[config.mk]
export PLATFORM = sky130hd
export DESIGN_NAME = regfile_ctrl_flat
export DESIGN_NICKNAME = d
export VERILOG_FILES = /design/src/rtl/regfile_ctrl_pkg.sv /design/src/rtl/regfile_ctrl_if.sv /design/src/rtl/regfile_ctrl_alu.sv /design/src/rtl/regfile_ctrl.sv /design/src/flat_wrapper.sv
export SDC_FILE = /design/constraint.sdc
export NUM_CORES = 1
export LEC_CHECK = 0
export ABC_AREA = 1
export CORE_MARGIN = 5
export CORE_UTILIZATION = 50
export CTS_CLUSTER_SIZE = 24
export DETAILED_ROUTE_END_ITERATION = 10
export HOLD_SLACK_MARGIN = 0.08
export PLACE_DENSITY = 0.86
export SYNTH_ARGS = -nofsm -noshare
export SYNTH_HDL_FRONTEND = slang
export SYNTH_SLANG_ARGS = --single-unit
export TNS_END_PERCENT = 30
[constraint.sdc]
create_clock -name clk -period 3.1 [get_ports clk]
set_input_delay 0.465 -clock clk [delete_from_list [all_inputs] [get_ports clk]]
set_output_delay 0.465 -clock clk [all_outputs]
set_load 0.02 [all_outputs]
[src/rtl/regfile_ctrl_pkg.sv]
// Shared definitions for the register-file sequencer: opcodes, register
// indices, FSM states and instruction field positions.
package regfile_ctrl_pkg;

  typedef enum logic [3:0] {
    OP_ADD  = 4'h0,
    OP_SUB  = 4'h1,
    OP_AND  = 4'h2,
    OP_OR   = 4'h3,
    OP_XOR  = 4'h4,
    OP_MOV  = 4'h5,
    OP_MOVI = 4'h6,
    OP_ADDI = 4'h7,
    OP_LSL  = 4'h8,
    OP_LSR  = 4'h9,
    OP_CMP  = 4'hA
  } opcode_t;

  typedef enum logic [3:0] {
    R1  = 4'd1,
    R2  = 4'd2,
    R3  = 4'd3,
    R4  = 4'd4,
    R5  = 4'd5,
    R6  = 4'd6,
    R7  = 4'd7,
    R8  = 4'd8,
    CMP = 4'd9,
    SP  = 4'd10
  } reg_idx_t;

  typedef enum logic [1:0] {
    IDLE,
    READ,
    EXEC,
    WB
  } state_t;

  localparam int unsigned OP_MSB   = 15;
  localparam int unsigned OP_LSB   = 12;
  localparam int unsigned RDST_MSB = 11;
  localparam int unsigned RDST_LSB = 8;
  localparam int unsigned RSRC_MSB = 7;
  localparam int unsigned RSRC_LSB = 4;
  localparam int unsigned IMM_MSB  = 7;
  localparam int unsigned IMM_LSB  = 0;

  function automatic logic op_defined(input logic [3:0] op);
    return op <= OP_CMP;
  endfunction

  // Immediate forms reuse the rsrc bits, so rsrc is not range-checked there.
  function automatic logic op_uses_rsrc(input logic [3:0] op);
    return !(op == OP_MOVI || op == OP_ADDI);
  endfunction

endpackage

[src/rtl/regfile_ctrl_if.sv]
// Instruction handshake plus register-file port bundle; master is the
// sequencer side, slave is the host / register-file side.
interface regfile_ctrl_if #(
  parameter int unsigned DATA_W = 16,
  parameter int unsigned ADDR_W = 5
);
  logic [15:0]       in_instr;
  logic              in_valid;
  logic              in_ready;
  logic [ADDR_W-1:0] rf_reg1;
  logic [ADDR_W-1:0] rf_reg2;
  logic [DATA_W-1:0] rf_data_in;
  logic              rf_write;
  logic [DATA_W-1:0] rf_r1_data;
  logic [DATA_W-1:0] rf_r2_data;

  modport master (
    input  in_instr, in_valid, rf_r1_data, rf_r2_data,
    output in_ready, rf_reg1, rf_reg2, rf_data_in, rf_write
  );

  modport slave (
    output in_instr, in_valid, rf_r1_data, rf_r2_data,
    input  in_ready, rf_reg1, rf_reg2, rf_data_in, rf_write
  );
endinterface

[src/rtl/regfile_ctrl_alu.sv]
// Combinational ALU: result and {N,Z,C,V}; CMP returns the flag word as
// its result so the write-back path needs no special case for data.
module regfile_ctrl_alu
  import regfile_ctrl_pkg::*;
#(
  parameter int unsigned DATA_W = 16
) (
  input  logic [3:0]        op,
  input  logic [DATA_W-1:0] a,
  input  logic [DATA_W-1:0] b,
  input  logic [7:0]        imm,
  output logic [DATA_W-1:0] result,
  output logic [3:0]        flags
);

  localparam int unsigned MSB = DATA_W - 1;

  logic [DATA_W-1:0] imm_sx;
  logic [DATA_W-1:0] imm_zx;
  logic [DATA_W-1:0] opb;
  logic [DATA_W:0]   sum;
  logic [DATA_W-1:0] res;
  logic              c;
  logic              v;

  assign imm_sx = {{(DATA_W-8){imm[7]}}, imm};
  assign imm_zx = {{(DATA_W-8){1'b0}}, imm};

  always_comb begin
    opb = b;
    sum = '0;
    res = '0;
    c   = 1'b0;
    v   = 1'b0;
    case (op)
      OP_ADD, OP_ADDI: begin
        opb = (op == OP_ADDI) ? imm_sx : b;
        sum = {1'b0, a} + {1'b0, opb};
        res = sum[DATA_W-1:0];
        c   = sum[DATA_W];
        v   = (a[MSB] == opb[MSB]) && (res[MSB] != a[MSB]);
      end
      OP_SUB, OP_CMP: begin
        res = a - b;
        c   = a < b;
        v   = (a[MSB] != b[MSB]) && (res[MSB] != a[MSB]);
      end
      OP_AND:  res = a & b;
      OP_OR:   res = a | b;
      OP_XOR:  res = a ^ b;
      OP_MOV:  res = b;
      OP_MOVI: res = imm_zx;
      OP_LSL:  res = a << b[3:0];
      OP_LSR:  res = a >> b[3:0];
      default: res = '0;
    endcase
    flags  = {res[MSB], (res == '0), c, v};
    result = (op == OP_CMP) ? {{(DATA_W-4){1'b0}}, flags} : res;
  end

endmodule

[src/rtl/regfile_ctrl.sv]
// Four-state sequencer (IDLE/READ/EXEC/WB) executing one register-to-register
// instruction per handshake against an external register file.
module regfile_ctrl
  import regfile_ctrl_pkg::*;
#(
  parameter int unsigned DATA_W  = 16,
  parameter int unsigned ADDR_W  = 5,
  parameter int unsigned MAX_REG = 10
) (
  input  logic                 clk,
  input  logic                 reset,
  regfile_ctrl_if.master       bus,
  output logic                 done,
  output logic                 err,
  output logic [3:0]           flags
);

  localparam logic [ADDR_W-1:0] MAX_REG_A = ADDR_W'(MAX_REG);

  state_t            state_q, state_d;
  logic [15:0]       instr_q, instr_d;
  logic [DATA_W-1:0] a_q, a_d;
  logic [DATA_W-1:0] b_q, b_d;
  logic [DATA_W-1:0] result_q, result_d;
  logic [3:0]        flags_q, flags_d;

  logic [3:0]        op;
  logic [3:0]        rdst;
  logic [3:0]        rsrc;
  logic [7:0]        imm;
  logic [ADDR_W-1:0] rdst_a;
  logic [ADDR_W-1:0] rsrc_a;
  logic              rdst_ok;
  logic              rsrc_ok;
  logic              legal;
  logic [DATA_W-1:0] alu_result;
  logic [3:0]        alu_flags;

  assign op     = instr_q[OP_MSB:OP_LSB];
  assign rdst   = instr_q[RDST_MSB:RDST_LSB];
  assign rsrc   = instr_q[RSRC_MSB:RSRC_LSB];
  assign imm    = instr_q[IMM_MSB:IMM_LSB];
  assign rdst_a = ADDR_W'(rdst);
  assign rsrc_a = ADDR_W'(rsrc);

  assign rdst_ok = (rdst_a != '0) && (rdst_a <= MAX_REG_A);
  assign rsrc_ok = (rsrc_a != '0) && (rsrc_a <= MAX_REG_A);
  assign legal   = op_defined(op) && rdst_ok && (rsrc_ok || !op_uses_rsrc(op));

  regfile_ctrl_alu #(
    .DATA_W (DATA_W)
  ) u_alu (
    .op     (op),
    .a      (a_q),
    .b      (b_q),
    .imm    (imm),
    .result (alu_result),
    .flags  (alu_flags)
  );

  always_comb begin
    state_d        = state_q;
    instr_d        = instr_q;
    a_d            = a_q;
    b_d            = b_q;
    result_d       = result_q;
    flags_d        = flags_q;
    bus.in_ready   = 1'b0;
    bus.rf_reg1    = '0;
    bus.rf_reg2    = '0;
    bus.rf_data_in = '0;
    bus.rf_write   = 1'b0;
    done           = 1'b0;
    err            = 1'b0;
    case (state_q)
      IDLE: begin
        bus.in_ready = 1'b1;
        if (bus.in_valid) begin
          instr_d = bus.in_instr;
          state_d = READ;
        end
      end
      READ: begin
        bus.rf_reg1 = rdst_a;
        bus.rf_reg2 = rsrc_a;
        if (!legal) begin
          err     = 1'b1;
          state_d = IDLE;
        end else begin
          a_d     = bus.rf_r1_data;
          b_d     = bus.rf_r2_data;
          state_d = EXEC;
        end
      end
      EXEC: begin
        result_d = alu_result;
        flags_d  = alu_flags;
        state_d  = WB;
      end
      WB: begin
        bus.rf_write   = 1'b1;
        bus.rf_reg1    = (op == OP_CMP) ? ADDR_W'(CMP) : rdst_a;
        bus.rf_data_in = result_q;
        done           = 1'b1;
        state_d        = IDLE;
      end
      default: state_d = IDLE;
    endcase
  end

  always_ff @(posedge clk or posedge reset) begin
    if (reset) begin
      state_q  <= IDLE;
      instr_q  <= '0;
      a_q      <= '0;
      b_q      <= '0;
      result_q <= '0;
      flags_q  <= '0;
    end else begin
      state_q  <= state_d;
      instr_q  <= instr_d;
      a_q      <= a_d;
      b_q      <= b_d;
      result_q <= result_d;
      flags_q  <= flags_d;
    end
  end

  assign flags = flags_q;

endmodule

[src/flat_wrapper.sv]
// flat-port wrapper written by rule: the top's interface ports become plain ports
module regfile_ctrl_flat import regfile_ctrl_pkg::*;
#(
  parameter int unsigned DATA_W  = 16,
  parameter int unsigned ADDR_W  = 5,
  parameter int unsigned MAX_REG = 10
)
  (clk, reset, done, err, flags, bus_in_instr, bus_in_valid, bus_rf_r1_data, bus_rf_r2_data, bus_in_ready, bus_rf_reg1, bus_rf_reg2, bus_rf_data_in, bus_rf_write);
  regfile_ctrl_if #(.DATA_W(DATA_W), .ADDR_W(ADDR_W)) bus_i ();
  input  logic clk;
  input  logic reset;
  output logic done;
  output logic err;
  output logic [3:0] flags;
  input wire logic [$bits(bus_i.in_instr)-1:0] bus_in_instr;
  input wire logic [$bits(bus_i.in_valid)-1:0] bus_in_valid;
  input wire logic [$bits(bus_i.rf_r1_data)-1:0] bus_rf_r1_data;
  input wire logic [$bits(bus_i.rf_r2_data)-1:0] bus_rf_r2_data;
  output wire logic [$bits(bus_i.in_ready)-1:0] bus_in_ready;
  output wire logic [$bits(bus_i.rf_reg1)-1:0] bus_rf_reg1;
  output wire logic [$bits(bus_i.rf_reg2)-1:0] bus_rf_reg2;
  output wire logic [$bits(bus_i.rf_data_in)-1:0] bus_rf_data_in;
  output wire logic [$bits(bus_i.rf_write)-1:0] bus_rf_write;
  assign bus_i.in_instr = bus_in_instr;
  assign bus_i.in_valid = bus_in_valid;
  assign bus_i.rf_r1_data = bus_rf_r1_data;
  assign bus_i.rf_r2_data = bus_rf_r2_data;
  assign bus_in_ready = bus_i.in_ready;
  assign bus_rf_reg1 = bus_i.rf_reg1;
  assign bus_rf_reg2 = bus_i.rf_reg2;
  assign bus_rf_data_in = bus_i.rf_data_in;
  assign bus_rf_write = bus_i.rf_write;
  regfile_ctrl #(.DATA_W(DATA_W), .ADDR_W(ADDR_W), .MAX_REG(MAX_REG)) u_core (.clk(clk), .reset(reset), .bus(bus_i), .done(done), .err(err), .flags(flags));
endmodule
==> flow_metrics.env <==
export IMPL_vias_per_cell=5.591
export IMPL_totalWireLength_um=27120
export IMPL_antenna_left=0
export IMPL_synth_seq_area_share_pct=23.22
export IMPL_number_of_antenna_violations_at_the_first_check_in_global_routing=0
export IMPL_synth_top_cell_area_share_pct=23.22
export IMPL_final_hold_violation_count=0
export IMPL_finalSetupViolCount=0
export IMPL_number_of_drc_markers_in_iteration_0=896
export IMPL_asyncSetResetFlopFracSynth_pct=100.0
export IMPL_synth_top_cells_by_count="sky130_fd_sc_hd__nand2_1 (356), sky130_fd_sc_hd__nor2_1 (176), sky130_fd_sc_hd__inv_1 (170), sky130_fd_sc_hd__nand3_1 (159), sky130_fd_sc_hd__a21oi_1 (89)"
export IMPL_buffer_ports_inserted=82
export IMPL_die_area_um2=17650
export IMPL_placeableCoreArea_um2=14980
export IMPL_cts_made_buffers=9
export IMPL_synthesis_area_per_instance_um2=5.950
export IMPL_holdCritPathClass="flop to flop"
export IMPL_synth_enable_flop_cells=0
export IMPL_timing_slew_headroom_pct=34.53
export IMPL_critPathLaunchType="flop"
export IMPL_maxSlewViolCount=0
export IMPL_critical_path_arrival_ns=2.57
export IMPL_setup_worst_path_class="flop to output pin"
export IMPL_clock_skew_ns=0.005850
export IMPL_synth_cell_area_um2=7545
export IMPL_maxClockFrequency_mhz=329.9
export IMPL_cts_htree_levels=3
export IMPL_floorplan_initialDensity_pct=50.38
export IMPL_place_hpwl_um=21720
export IMPL_worstSetupEndpointType="output pin"
export IMPL_floorplan_die_width_um=132.8
export IMPL_run_status="completed"
export IMPL_timing_final_crit_period_ns=3.031
export IMPL_clock_tree_buffer_depth=2
export IMPL_regArea_um2=1752
export IMPL_die_h_um=132.8
export IMPL_post_drt_wl_per_cell_um=17.50
export IMPL_post_place_cells=1528
export IMPL_synthFlopType="sky130_fd_sc_hd__dfrtp_1"
export IMPL_fin_nets=1478
export IMPL_synth_top_area_cell="sky130_fd_sc_hd__dfrtp_1"
export IMPL_insertedDiodeCount=0
export IMPL_layout_setup_ws_ns=0.06875
export IMPL_globalRoute_totalOverflow=0
export IMPL_grt_start_max_net_pins=66
export IMPL_clk_latency_ns=0.35
export IMPL_vias=8666
export IMPL_final_cells=1550
export IMPL_syn_inst=1268
export IMPL_number_of_core_rows=45
export IMPL_postSynthRegisterBits=70
export IMPL_cts_clock_pin_slew_for_the_worst_setup_and_hold_paths_ns=0.06
export IMPL_clock_sink_count=70
export IMPL_layout_filler_cells=1460
export IMPL_yosys_warnings=0
export IMPL_place_ws_ns=-0.05683
export IMPL_cts_tree="yes"
export IMPL_gp_congestion=1.013
export IMPL_grt_first_pass_wirelength_um=41840
export IMPL_syn2layout_area_growth_pct=20.90
export IMPL_vias_in_the_first_global_route=8082
export IMPL_drt_pass1_iter_count=5
export IMPL_yosysMostFrequentCell="sky130_fd_sc_hd__nand2_1"
export IMPL_cap_viol_max_count=0
export IMPL_multi_input_combinational_cell_area_um2=5035
export IMPL_grt_use_total_pct=30.06
export IMPL_drive_gt1_share_pct=7.048
export IMPL_synthDistinctLibCells=39
export IMPL_cts_hold_buffers_added=0
export IMPL_tightestPinTransition_ns=0.9797
export IMPL_netlist_top_cells_area="sky130_fd_sc_hd__dfrtp_1 (23%), sky130_fd_sc_hd__nand2_1 (18%), sky130_fd_sc_hd__ha_1 (11%)"
export IMPL_top_level_i_o_count=85
export IMPL_cp_data_required_time_ns=2.63
export IMPL_period_share_pct=97.78
export IMPL_clock_tree_root_cell="sky130_fd_sc_hd__clkbuf_16"
export IMPL_worstPathMaxFanout=4
export IMPL_drcViolationCount=0
cell families (layout without fill, tap and decap cells):
kind of cell	after synthesis	after routing	share of synthesized area, %
XOR/XNOR	2	2	0.2322
AO/OA/AOI/OAI	167	167	11.64
adder cells (fa/ha/maj)	70	70	11.81
AND/OR/NAND/NOR	740	741	41.28
buffers and inverters	218	310	11.77
flip-flops	70	70	23.22
other	1	2	0.04970
stage by stage:
step                      setup TNS, ns  hold slack [ns]  cell area (um2)  util, %
after detailed placement        -0.1282           0.4700             8626    57.59
final                                 0           0.4803             9121    60.90
after floorplan                       0           0.4491             7548        -
after CTS                             0           0.4831             8965    59.86
after global placement                0           0.4736             8626    57.59
after global routing           -0.01609           0.5085             9121    60.90
final cells by class:
| class | instances | area share, % |
|---|---|---|
| Multi-Input combinational cell | 982 | 55.20 |
| Tap cell | 188 | 2.579 |
| Sequential cell | 70 | 19.20 |
| Inverter | 177 | 7.339 |
| Timing Repair Buffer | 117 | 12.02 |
| Clock buffer | 11 | 2.771 |
| Clock inverter | 5 | 0.8916 |
critical path: stages, from the launching register on:
cell and delay (ns):
sky130_fd_sc_hd__dfrtp_1 0.42, sky130_fd_sc_hd__buf_4 0.15, sky130_fd_sc_hd__buf_4 0.12, sky130_fd_sc_hd__nor2_1 0.15, sky130_fd_sc_hd__nand2_1 0.21, sky130_fd_sc_hd__nor2_1 0.23
sky130_fd_sc_hd__inv_1 0.15, sky130_fd_sc_hd__a21oi_1 0.16, sky130_fd_sc_hd__clkdlybuf4s50_1 0.63
flip-flops by register name, summed over array words and instances, names as in the netlist, named ones only:
| signal | cells |
|---|---|
| u_core.flags | 4 |
| u_core.instr_q | 16 |
| u_core.b_q | 16 |
| u_core.a_q | 16 |
| u_core.result_q | 16 |
| u_core.state_q | 1 |
placed cells by master, fill, tap and decap left out, types with 6 or more instances in the layout:
cell type	count
sky130_fd_sc_hd__nand2_1	352
sky130_fd_sc_hd__nor2_1	173
sky130_fd_sc_hd__inv_1	168
sky130_fd_sc_hd__nand3_1	157
sky130_fd_sc_hd__a21oi_1	87
sky130_fd_sc_hd__clkdlybuf4s50_1	82
sky130_fd_sc_hd__dfrtp_1	70
sky130_fd_sc_hd__ha_1	61
sky130_fd_sc_hd__o21ai_0	53
sky130_fd_sc_hd__buf_4	34
sky130_fd_sc_hd__nand4_1	13
sky130_fd_sc_hd__nand2_2	10
sky130_fd_sc_hd__clkbuf_16	9
sky130_fd_sc_hd__and2_1	8
sky130_fd_sc_hd__o211ai_1	7
sky130_fd_sc_hd__inv_2	6
sky130_fd_sc_hd__nor3_1	6
what timing repair did:
item | CTS | global route
gates resized for setup | 2 | 25
pin swaps | 1 | 8
setup buffers | 0 | 5
setup endpoints to repair | 3 | 13
gates cloned | 0 | 1
per-layer routing:
metal / vias to the layer above / wire [um] / track usage [%]
li1: 4215 / - / -
met4: 2 / 872 / 10.97
met5: - / 57 / 2.500
met2: 411 / 12020 / 47.71
met3: 62 / 2717 / 6.008
met1: 3976 / 11450 / 40.38
worst paths after layout:
path,startpoint,end,depth (start not counted),slack (ns)
setup / recovery,u_core.instr_q[12]$_DFFE_PP0P_,bus_rf_reg1[3],8,0.07
hold / removal,u_core.flags[3]$_DFFE_PP0P_,u_core.flags[3]$_DFFE_PP0P_,2,0.48
setup reg to reg,u_core.instr_q[15]$_DFFE_PP0P_,u_core.flags[2]$_DFFE_PP0P_,17,0.19
hold reg to reg,u_core.flags[3]$_DFFE_PP0P_,u_core.flags[3]$_DFFE_PP0P_,2,0.48
max in group asynchronous,reset,u_core.instr_q[3]$_DFFE_PP0P_,3,1.93
min in group asynchronous,reset,u_core.result_q[15]$_DFFE_PP0P_,2,0.52
Power is not shown: default switching activity piles up to over one toggle a cycle in this logic, so the estimate is an artifact.
